--- config.mk ---
export PLATFORM = sky130hd
export DESIGN_NAME = add_arbiter_seq
export DESIGN_NICKNAME = d
export VERILOG_FILES = /design/src/rtl/alu_pkg.sv /design/src/rtl/add16_ci.sv /design/src/rtl/add_arbiter_seq.sv
export SDC_FILE = /design/constraint.sdc
export NUM_CORES = 1
export LEC_CHECK = 0
export BUFFER_PORTS_ARGS = -buffer_cell sky130_fd_sc_hd__clkbuf_2
export CAP_MARGIN = 20
export CORE_AREA = 2 2 230 232
export DETAILED_ROUTE_END_ITERATION = 8
export DIE_AREA = 0 0 232 234
export GPL_TIMING_DRIVEN = 0
export SYNTH_ARGS = -nofsm -noshare
export SYNTH_HDL_FRONTEND = slang
export SYNTH_SLANG_ARGS = --single-unit
export TNS_END_PERCENT = 30
--- constraint.sdc ---
create_clock -name clk -period 9.4 [get_ports clk]
set_input_delay 0 -clock clk [delete_from_list [all_inputs] [get_ports clk]]
set_output_delay 0 -clock clk [all_outputs]
set_load 0.005 [all_outputs]
--- src/rtl/alu_pkg.sv ---
// Shared ALU definitions: slice width, sequencer state encoding and an
// elaboration-time log2 helper used for ID and word-index widths.
package alu_pkg;

    localparam int unsigned WORD_W = 16;

    typedef enum logic [1:0] {
        ST_IDLE = 2'd0,
        ST_BUSY = 2'd1,
        ST_DONE = 2'd2
    } state_e;

    // Smallest r with 2**r >= n.
    function automatic int unsigned clog2(input int unsigned n);
        int unsigned r;
        r = 0;
        for (int unsigned i = 0; i < 32; i++) begin
            if ((64'd1 << i) < 64'(n)) r = i + 1;
        end
        return r;
    endfunction

endpackage

--- src/rtl/add16_ci.sv ---
// 16-bit carry-lookahead adder slice: four 4-bit lookahead groups feeding
// a group-level lookahead unit.
module add16_ci
    import alu_pkg::*;
(
    input  logic [WORD_W-1:0] i_a,
    input  logic [WORD_W-1:0] i_b,
    input  logic              i_ci,
    output logic [WORD_W-1:0] o_sum,
    output logic              o_co
);

    localparam int unsigned NGRP = 4;

    logic [WORD_W-1:0] w_g;
    logic [WORD_W-1:0] w_p;
    logic [WORD_W-1:0] w_c;
    logic [NGRP-1:0]   w_gg;
    logic [NGRP-1:0]   w_gp;
    logic [NGRP:0]     w_gc;

    assign w_g = i_a & i_b;
    assign w_p = i_a ^ i_b;

    // Group generate/propagate.
    always_comb begin
        w_gg = '0;
        w_gp = '0;
        for (int k = 0; k < NGRP; k++) begin
            w_gg[k] = w_g[4*k+3]
                    | (w_p[4*k+3] & w_g[4*k+2])
                    | (w_p[4*k+3] & w_p[4*k+2] & w_g[4*k+1])
                    | (w_p[4*k+3] & w_p[4*k+2] & w_p[4*k+1] & w_g[4*k]);
            w_gp[k] = &w_p[4*k +: 4];
        end
    end

    // Group-level lookahead: every group carry-in straight from i_ci.
    always_comb begin
        w_gc    = '0;
        w_gc[0] = i_ci;
        w_gc[1] = w_gg[0] | (w_gp[0] & i_ci);
        w_gc[2] = w_gg[1] | (w_gp[1] & w_gg[0]) | (w_gp[1] & w_gp[0] & i_ci);
        w_gc[3] = w_gg[2] | (w_gp[2] & w_gg[1]) | (w_gp[2] & w_gp[1] & w_gg[0])
                | (w_gp[2] & w_gp[1] & w_gp[0] & i_ci);
        w_gc[4] = w_gg[3] | (w_gp[3] & w_gg[2]) | (w_gp[3] & w_gp[2] & w_gg[1])
                | (w_gp[3] & w_gp[2] & w_gp[1] & w_gg[0])
                | (w_gp[3] & w_gp[2] & w_gp[1] & w_gp[0] & i_ci);
    end

    // Bit carries inside each group.
    always_comb begin
        w_c = '0;
        for (int k = 0; k < NGRP; k++) begin
            w_c[4*k]   = w_gc[k];
            w_c[4*k+1] = w_g[4*k] | (w_p[4*k] & w_gc[k]);
            w_c[4*k+2] = w_g[4*k+1] | (w_p[4*k+1] & w_g[4*k])
                       | (w_p[4*k+1] & w_p[4*k] & w_gc[k]);
            w_c[4*k+3] = w_g[4*k+2] | (w_p[4*k+2] & w_g[4*k+1])
                       | (w_p[4*k+2] & w_p[4*k+1] & w_g[4*k])
                       | (w_p[4*k+2] & w_p[4*k+1] & w_p[4*k] & w_gc[k]);
        end
    end

    assign o_sum = w_p ^ w_c;
    assign o_co  = w_gc[NGRP];

endmodule

--- src/rtl/add_arbiter_seq.sv ---
// Round-robin arbiter sharing one 16-bit CLA slice across NREQ requesters;
// each multi-word add/sub is sequenced LSW first with the carry chained.
module add_arbiter_seq
    import alu_pkg::*;
#(
    parameter int unsigned NREQ  = 4,
    parameter int unsigned WORDS = 4
) (
    input  logic                          clk,
    input  logic                          rst,
    input  logic [NREQ-1:0]               req_valid,
    output logic [NREQ-1:0]               req_ready,
    input  logic [NREQ*WORD_W*WORDS-1:0]  req_a,
    input  logic [NREQ*WORD_W*WORDS-1:0]  req_b,
    input  logic [NREQ-1:0]               req_sub,
    output logic                          rsp_valid,
    input  logic                          rsp_ready,
    output logic [clog2(NREQ)-1:0]        rsp_id,
    output logic [WORD_W*WORDS-1:0]       rsp_sum,
    output logic                          rsp_carry
);

    localparam int unsigned ID_W   = clog2(NREQ);
    localparam int unsigned OP_W   = WORD_W * WORDS;
    localparam int unsigned WIDX_W = (WORDS > 1) ? clog2(WORDS) : 1;

    state_e            r_state;
    state_e            w_state_nxt;
    logic [ID_W-1:0]   r_rr_ptr;
    logic [ID_W-1:0]   r_id;
    logic [ID_W-1:0]   w_grant;
    logic              w_accept;
    logic [WIDX_W-1:0] r_word_idx;
    logic              w_last_word;
    logic              r_carry;
    logic              r_rsp_valid;
    logic [OP_W-1:0]   r_a;
    logic [OP_W-1:0]   r_b;
    logic [OP_W-1:0]   r_result;
    logic [OP_W-1:0]   w_sel_a;
    logic [OP_W-1:0]   w_sel_b;
    logic [WORD_W-1:0] w_a_word;
    logic [WORD_W-1:0] w_b_word;
    logic [WORD_W-1:0] w_sum_word;
    logic              w_cout;

    assign w_last_word = (r_word_idx == WIDX_W'(WORDS - 1));

    // Next state, round-robin grant and the combinational accept strobe.
    always_comb begin
        logic        found;
        int unsigned idx;
        w_state_nxt = r_state;
        w_accept    = 1'b0;
        w_grant     = '0;
        req_ready   = '0;
        found       = 1'b0;
        idx         = 0;
        case (r_state)
            ST_IDLE: begin
                if (!rst) begin
                    for (int unsigned k = 0; k < NREQ; k++) begin
                        idx = 32'(r_rr_ptr) + k;
                        if (idx >= NREQ) idx = idx - NREQ;
                        if (!found && req_valid[ID_W'(idx)]) begin
                            found   = 1'b1;
                            w_grant = ID_W'(idx);
                        end
                    end
                    if (found) begin
                        req_ready[w_grant] = 1'b1;
                        w_accept           = 1'b1;
                        w_state_nxt        = ST_BUSY;
                    end
                end
            end
            ST_BUSY: if (w_last_word) w_state_nxt = ST_DONE;
            ST_DONE: if (rsp_ready)   w_state_nxt = ST_IDLE;
            default: w_state_nxt = ST_IDLE;
        endcase
    end

    // Operand select for the granted requester.
    always_comb begin
        w_sel_a = '0;
        w_sel_b = '0;
        for (int unsigned i = 0; i < NREQ; i++) begin
            if (ID_W'(i) == w_grant) begin
                w_sel_a = req_a[i*OP_W +: OP_W];
                w_sel_b = req_b[i*OP_W +: OP_W];
            end
        end
    end

    // Word multiplexer feeding the shared slice.
    always_comb begin
        w_a_word = '0;
        w_b_word = '0;
        for (int unsigned j = 0; j < WORDS; j++) begin
            if (WIDX_W'(j) == r_word_idx) begin
                w_a_word = r_a[j*WORD_W +: WORD_W];
                w_b_word = r_b[j*WORD_W +: WORD_W];
            end
        end
    end

    add16_ci u_slice (
        .i_a   (w_a_word),
        .i_b   (w_b_word),
        .i_ci  (r_carry),
        .o_sum (w_sum_word),
        .o_co  (w_cout)
    );

    always_ff @(posedge clk) begin
        if (rst) begin
            r_state     <= ST_IDLE;
            r_rr_ptr    <= '0;
            r_id        <= '0;
            r_word_idx  <= '0;
            r_carry     <= 1'b0;
            r_rsp_valid <= 1'b0;
            r_a         <= '0;
            r_b         <= '0;
            r_result    <= '0;
        end else begin
            r_state <= w_state_nxt;
            case (r_state)
                ST_IDLE: begin
                    if (w_accept) begin
                        r_a        <= w_sel_a;
                        r_b        <= req_sub[w_grant] ? ~w_sel_b : w_sel_b;
                        r_carry    <= req_sub[w_grant];
                        r_id       <= w_grant;
                        r_word_idx <= '0;
                        r_rr_ptr   <= (w_grant == ID_W'(NREQ - 1)) ? '0
                                                                   : w_grant + ID_W'(1);
                    end
                end
                ST_BUSY: begin
                    for (int unsigned j = 0; j < WORDS; j++) begin
                        if (WIDX_W'(j) == r_word_idx)
                            r_result[j*WORD_W +: WORD_W] <= w_sum_word;
                    end
                    r_carry    <= w_cout;
                    r_word_idx <= r_word_idx + WIDX_W'(1);
                    if (w_last_word) r_rsp_valid <= 1'b1;
                end
                ST_DONE: if (rsp_ready) r_rsp_valid <= 1'b0;
                default: r_rsp_valid <= 1'b0;
            endcase
        end
    end

    assign rsp_valid = r_rsp_valid;
    assign rsp_id    = r_id;
    assign rsp_sum   = r_result;
    assign rsp_carry = r_carry;

endmodule
=== Word-level counts from Yosys, hierarchy flattened ===
Cells that the tools add are included.

* Bits in latches: 0
* Register bits: 202
* Memory bits (writable): 0
* Bits in read-only memories: 0
* Input bits: 523
* Memories kept: 0
* Word-level logic and storage cells: 271
* Output and inout bits: 72

* Reductions and logical operators: 23
* Mux-type cells: 79
* Divide/modulo/power cells: 0
* Equality and inequality tests: 14
* Bitwise operators: 123
* $add $sub $neg: 9
* Order comparisons: 11
* Shift operators: 0
* Multiply operators: 0

{| class="wikitable"
|+ Operators with widths
! kind !! count
|-
| two-way mux 64 bit || 9
|-
| two-way mux 16 bit || 8
|-
| bitwise AND 1 bit || 72
|-
| NOT 64 bit || 1
|-
| two-way mux 2 bit || 25
|-
| bitwise OR 1 bit || 46
|-
| XOR 16 bit || 2
|-
| two-way mux 1 bit || 24
|-
| less-than comparator 2 x 3 -> 1 bit, second input constant || 6
|-
| bitwise AND 16 bit || 1
|-
| AND reduction 4 bit || 4
|-
| two-way mux 4 bit || 3
|-
| AND reduction 2 bit || 6
|-
| binary-select mux 1 bit (select 2 bit) || 5
|-
| >= comparator 3 bit, second input constant || 3
|-
| == test 2 bit, first input constant || 4
|-
| inequality test 2 bit, second input constant || 4
|-
| subtractor 2 x 1 -> 2 bit, second input constant || 4
|-
| adder 2 x 2 -> 3 bit, second input constant || 2
|-
| == test 2 bit, second input constant || 3
|-
| zero test 2 bit || 3
|-
| case mux 2 bit (3 select lines) || 1
|-
| AND reduction 3 bit || 2
|-
| adder 2 x 1 -> 2 bit, second input constant || 2
|-
| 13 further kinds || 19
|}

=== Depth between registers and ports, before layout ===
* Depth after elaboration: 33
* Mapped depth: 19
* Depth with buffers taken out: 17

=== By module ===
Synthesis repeated with hierarchy kept, for this count alone.

* Cells, all modules: 2195
* Area total of the unflattened synthesis: 14441.4 um^2

{| class="wikitable"
|+ By module, submodules not included
! module !! area an instance (um^2) !! instances !! sequential area each (um^2) !! cells an instance
|-
| add_arbiter_seq || 13619.3 || 1 || 4043.9 || 2095
|-
| add16_ci || 822.0 || 1 || 0.0 || 100
|}

=== Worst setup path after synthesis ===
No wires, ideal clock.

* Kind: reg-to-reg
* From: reg r_word_idx[0]
* To: reg r_result[12] (netlist: rsp_sum[12])
* Buffers on the path: 2
* Period minus slack after synthesis: 3754 ps
* Path slack: 5646 ps
* Cell stages (with the launch flop): 18
* Library setup time: 86 ps
* Data required time: 9314 ps
* Arrival: 3669 ps
* Cells stage by stage: dfxtp_1 -> inv_1 -> ha_1 -> clkbuf_1 -> clkbuf_1 -> nand2_1 -> nor2_1 -> a21oi_1 -> nor2_1 -> a21oi_1 -> o21ai_0 -> ha_1 -> a211oi_1 -> o21bai_1 -> o2111a_1 -> o31ai_1 -> fa_1 -> a211oi_1

* Longest elaborated chain between the ends: 15
* Elaborated cells between the ends (all ways): 51
* Those cells by class: eq/ne: 3; mux: 8; bitwise: 35; reduce/logical: 5

{| class="wikitable"
|+ Ends and longest elaborated chain
! what !! RTL line !! source
|-
| start, declared || add_arbiter_seq.sv:33 || <nowiki>logic [WIDX_W-1:0] r_word_idx;</nowiki>
|-
| start signal, assigned || add_arbiter_seq.sv:146 || <nowiki>r_word_idx <= r_word_idx + WIDX_W'(1);</nowiki>
|-
| zero test 2 bit || add_arbiter_seq.sv:100, add_arbiter_seq.sv:142 ||
|-
| two-way mux 16 bit (4 in series) || add_arbiter_seq.sv:100 || <nowiki>if (WIDX_W'(j) == r_word_idx) begin</nowiki>
|-
| XOR 16 bit or bitwise AND 16 bit (tied branches) || add16_ci.sv:23, add16_ci.sv:22 ||
|-
| bitwise AND 1 bit, on equally long branches || add16_ci.sv:31, add16_ci.sv:32, add16_ci.sv:33 ||
|-
| bitwise OR 1 bit, or another cell as far along || add16_ci.sv:31 || <nowiki>| (w_p[4*k+3] & w_g[4*k+2])</nowiki>
|-
| bitwise OR 1 bit or bitwise AND 1 bit (tied branches) || add16_ci.sv:32, add16_ci.sv:33 ||
|-
| bitwise OR 1 bit || add16_ci.sv:33 || <nowiki>| (w_p[4*k+3] & w_p[4*k+2] & w_p[4*k+1] & w_g[4*k]);</nowiki>
|-
| bitwise AND 1 bit || add16_ci.sv:44 || <nowiki>w_gc[3] = w_gg[2] | (w_gp[2] & w_gg[1]) | (w_gp[2] & w_gp[1] & w_gg[0])</nowiki>
|-
| bitwise OR 1 bit (2 in series) || add16_ci.sv:44 ||
|-
| bitwise OR 1 bit || add16_ci.sv:45 || <nowiki>| (w_gp[2] & w_gp[1] & w_gp[0] & i_ci);</nowiki>
|-
| XOR 16 bit || add16_ci.sv:65 || <nowiki>assign o_sum = w_p ^ w_c;</nowiki>
|-
| end signal, assigned by index || add_arbiter_seq.sv:143 || <nowiki>r_result[j*WORD_W +: WORD_W] <= w_sum_word;</nowiki>
|-
| end, declared || add_arbiter_seq.sv:39 || <nowiki>logic [OP_W-1:0] r_result;</nowiki>
|}

Several ways; a longest one is shown, not always the timed one.
A chain may end at the register's enable or synchronous reset.

=== Worst setup path in the final report ===
* From: reg r_state[0]
* To: reg r_a[9]

* Longest elaborated chain between the ends: 7
* Elaborated cells between the ends (all ways): 12
* Those cells by class: eq/ne: 3; mux: 6; reduce/logical: 3

{| class="wikitable"
|+ Ends and longest elaborated chain
! what !! RTL line !! source
|-
| start, declared || add_arbiter_seq.sv:27 || <nowiki>state_e r_state;</nowiki>
|-
| start signal, assigned || add_arbiter_seq.sv:127 || <nowiki>r_state <= w_state_nxt;</nowiki>
|-
| zero test 2 bit * || add_arbiter_seq.sv:59 || <nowiki>case (r_state)</nowiki>
|-
| two-way mux 2 bit * || add_arbiter_seq.sv:59 ||
|-
| net w_grant[0] || add_arbiter_seq.sv:31 || <nowiki>logic [ID_W-1:0] w_grant;</nowiki>
|-
| zero test 2 bit || add_arbiter_seq.sv:88 || <nowiki>if (ID_W'(i) == w_grant) begin</nowiki>
|-
| two-way mux 64 bit (3 in series) || add_arbiter_seq.sv:88 ||
|-
| two-way mux 64 bit * || add_arbiter_seq.sv:88 ||
|-
| end signal, assigned || add_arbiter_seq.sv:131 || <nowiki>r_a <= w_sel_a;</nowiki>
|-
| end, declared || add_arbiter_seq.sv:37 || <nowiki>logic [OP_W-1:0] r_a;</nowiki>
|}

Mark *: on every way through the listed nets, which the timed path passes. The rest lies on a longest branch.

==> results by group <==
Status
  – Outcome: finished, final reports clean

Synthesis
  – Net count after synthesis: around 2600
  – Number of synthesized flops with an enable pin: 0
  – Main flop type after synthesis: dfxtp_1
  – Cell Area, Synth: approximately 0.014 mm²
  – Share of flip-flops with an asynchronous set or reset: 0%
  – Synthesized instance count: between 2000 and 2500
  – Seq/Total Area, Yosys: 28.5%
  – Yosys Warn Count: 0
  – Synth Area per Inst: roughly 6.8 µm²
  – Seq cells post-synth: 202
  – Post-synth cell types: around 50

Floorplan
  – Die Y: 234 µm
  – Die Wd: ~230 µm
  – Initial Utilization: 27.3%
  – Die area: roughly 0.054 mm²
  – FP Rows: 84
  – Core area: roughly 0.052 mm²
  – I/O pin cnt: 595

Power
  – Tot Pwr: 3110 µW
  – Power per cell area: 147 mW/mm²
  – LEAKAGE: approximately 0.0092 µW
  – Max VDD drop: 105 µV

Global route
  – First-pass GRT wire length: 113 mm
  – Gr ovfl total: 0
  – Largest net degree at the start of global routing: 14
  – Initial antenna violation count: 1
  – GR Util All Layers: 27.1%
  – Vias in the first global route: 19075

Timing
  – Measured slew at the worst slew-check pin: 1080 ps
  – Final hold vios: 0
  – Setup TNS: 0 ps
  – Relative slew slack: between 20% and 30%
  – Fmax: roughly 170 MHz
  – Setup Skew: 20.2 ps
  – Period utilization: around 64%
  – Max-slew violation count: 0
  – Finish-stage setup viols: 0
  – Tmin final: between 6000 and 7000 ps
  – RSZ-0062 raised after global routing: no

Worst setup path
  – CP max stage cell: clkbuf_1
  – Worst Path Arrival: around 6500 ps
  – R2R Path End: r_a[9]
  – Largest stage delay, worst path: around 780 ps
  – Stages on the worst setup path: 15
  – Reg2Reg Setup Slack: about 3400 ps
  – Top Family by Delay on Critical Path: buffers and inverters
  – Worst R2R Path Depth: 15
  – Crit path capture type: register
  – FF-to-FF Start: r_state[0]
  – Critical-path cell list: clkbuf_1, or3_1, clkbuf_1, nor2_1, clkbuf_1, nand2_1, inv_1, ha_1, clkbuf_1, clkbuf_1, buf_1, clkbuf_1, a21oi_1, dlygate4sd3_1, o21ai_0
  – Worst Setup Path Type: reg2reg
  – CP max FO: 10
  – Top cell by count, worst path: clkbuf_1
  – Startpoint Class: register
  – Worst EP required: 9880 ps
  – Worst path bufs/invs: 9

Cells and area
  – Most frequent cells in the layout: 593 x clkbuf_2, 493 x a21oi_1, 247 x nand2_1
  – Area Growth Syn to Fin: 49.7%
  – Total Nets Final: approximately 3500
  – FF+latch area: ~0.0040 mm²
  – Multi-input gate area: roughly 0.009 mm²
  – Layout cell share with drive strength beyond 1: 22.1%
  – Commonest non-fill, non-tap cell in the layout: clkbuf_2
  – Number of fillers in the final layout: roughly 5600
  – Post-route non-filler standard cell count: 3643

Worst hold path
  – Hold Path Origin: req_b[43]
  – WHS Endpoint: r_b[43]
  – Hold/Removal Path Class: in2reg
  – Hold path cells: 4

Placed design
  – Dpl hpwl: about 61 mm
  – Placed cells: roughly 3400
  – IO Port Bufs: 593
  – GPL Wtd Cong: about 1.0

Route
  – Routed vias: approximately 20000
  – Remaining antenna violation count after routing: 0
  – WL per Instance: approximately 21 µm
  – Drt drc: 0
  – Via density: about 5.4
  – Final WL: 77.2 mm
  – First drt pass iteration count: 6
  – Iteration-0 DRC Markers: ~1600

CTS
  – Root Buffer: clkbuf_16
  – CTS resizes: 0
  – CTS sink count: just over 200
  – Worst-skew pair later-pin latency: approximately 560 ps
  – Number of CTS-inserted buffers: 25
  – CTS tree: done
  – H-tree lvl count: 1
  – Clock Path Buffers: 3
  – CTS clk-pin slew, worst paths: roughly 60 ps

Flow run
  – Max cap viols: 0
## where the power goes
group	leakage [µW]	switching (µW)	internal (µW)
clock network	0.000405	417	586
registers	0.00166	77.0	937
logic	0.00716	617	478
total	0.00922	1110	2000
## registers in the layout, indices dropped and copies added, names as in the netlist
register and cells:
rsp_sum 64, r_state 2, r_a 64, rsp_carry 1
r_rr_ptr 2, rsp_valid 1, r_word_idx 2, rsp_id 2
r_b 64
## layout make-up
type / instances / area share (%)
Antenna cell: 1 / 0.0118
Buffer: 216 / 4.13
Clock buffer: 32 / 3.31
Clock inverter: 12 / 0.672
Inverter: 75 / 1.33
Multi-Input combinational cell: 1588 / 42.3
Sequential cell: 202 / 19.0
Tap cell: 688 / 4.05
Timing Repair Buffer: 829 / 25.1
## logic make-up (layout without fill, tap and decap cells)
| family | count (synthesis) | in the layout | share of synthesized area, % |
|---|---|---|---|
| AO/OA/AOI/OAI | 936 | 936 | 40.5 |
| AND/OR/NAND/NOR | 615 | 615 | 19.6 |
| buffers and inverters | 291 | 1164 | 8.17 |
| flip-flops | 202 | 202 | 28.5 |
| adder cells (fa/ha/maj) | 28 | 28 | 2.68 |
| XOR/XNOR | 7 | 7 | 0.432 |
| multiplexers | 2 | 2 | 0.141 |
| other | 0 | 1 | 0 |
## tightest hold or removal path, cell delays in order
cell and delay, ps:
clkbuf_2 70, a221o_1 140, a22oi_1 120, a31oi_1 180
## through the flow
step	util, %	area [µm²]	hold WS, ps	setup slack (ps)
6_report	40.8	21200	16.0	3390
5_1_grt	40.8	21200	31.8	2900
4_1_cts	40.8	21200	0.695	2850
3_5_place_dp	34.6	18000	290	3390
3_3_place_gp	34.6	18000	281	3370
2_1_floorplan	-	14200	173	5650
## cell usage after synthesis (8+ instances only)
library cell  count  area (µm²)
dfxtp_1         202        4040
nor2b_1           9        56.3
a221o_1          63         631
a211oi_1         21         158
clkbuf_1        184         691
o31ai_1          15         113
buf_1            21        78.8
nand2_1         247         927
buf_6             8        90.1
a22oi_1          63         473
a41o_1           64         641
o21ai_0         120         601
a31oi_1          69         432
inv_1            75         282
nor2_1          175         657
a21oi_1         493        2470
ha_1             24         300
nor3_1           12        60.1
nand3b_1         67         503
nand3_1          80         400
## worst max path at each step
stage / from / end / slack, ps
final: r_state[0] / r_a[9] / 3390
after global routing: r_state[0] / r_a[9] / 2900
after CTS: r_state[0] / r_a[7] / 2850
after detailed placement: r_state[0] / r_a[9] / 3390
after global placement: r_state[0] / r_a[9] / 3370
after floorplan: r_word_idx[0] / rsp_sum[12] / 5650
## layer usage
| metal | wire (µm) | vias up | global-route usage [%] | share of wire [%] |
|---|---|---|---|---|
| li1 | - | 9370 | - | - |
| met1 | 32800 | 9104 | 34.4 | 43 |
| met2 | 36300 | 935 | 46.4 | 47 |
| met3 | 5390 | 141 | 4.41 | 7.0 |
| met4 | 2660 | 0 | 9.44 | 3.4 |
| met5 | 0 | - | 0 | 0 |
## what timing repair did
| item | in CTS | in global routing |
|---|---|---|
| buffers inserted | 0 | 0 |
| hold buffers | 235 | 0 |
| hold endpoints to repair | 131 | 0 |
| endpoints found under the setup margin | 0 | 0 |
No activity file was read; power rests on OpenSTA's default activity.
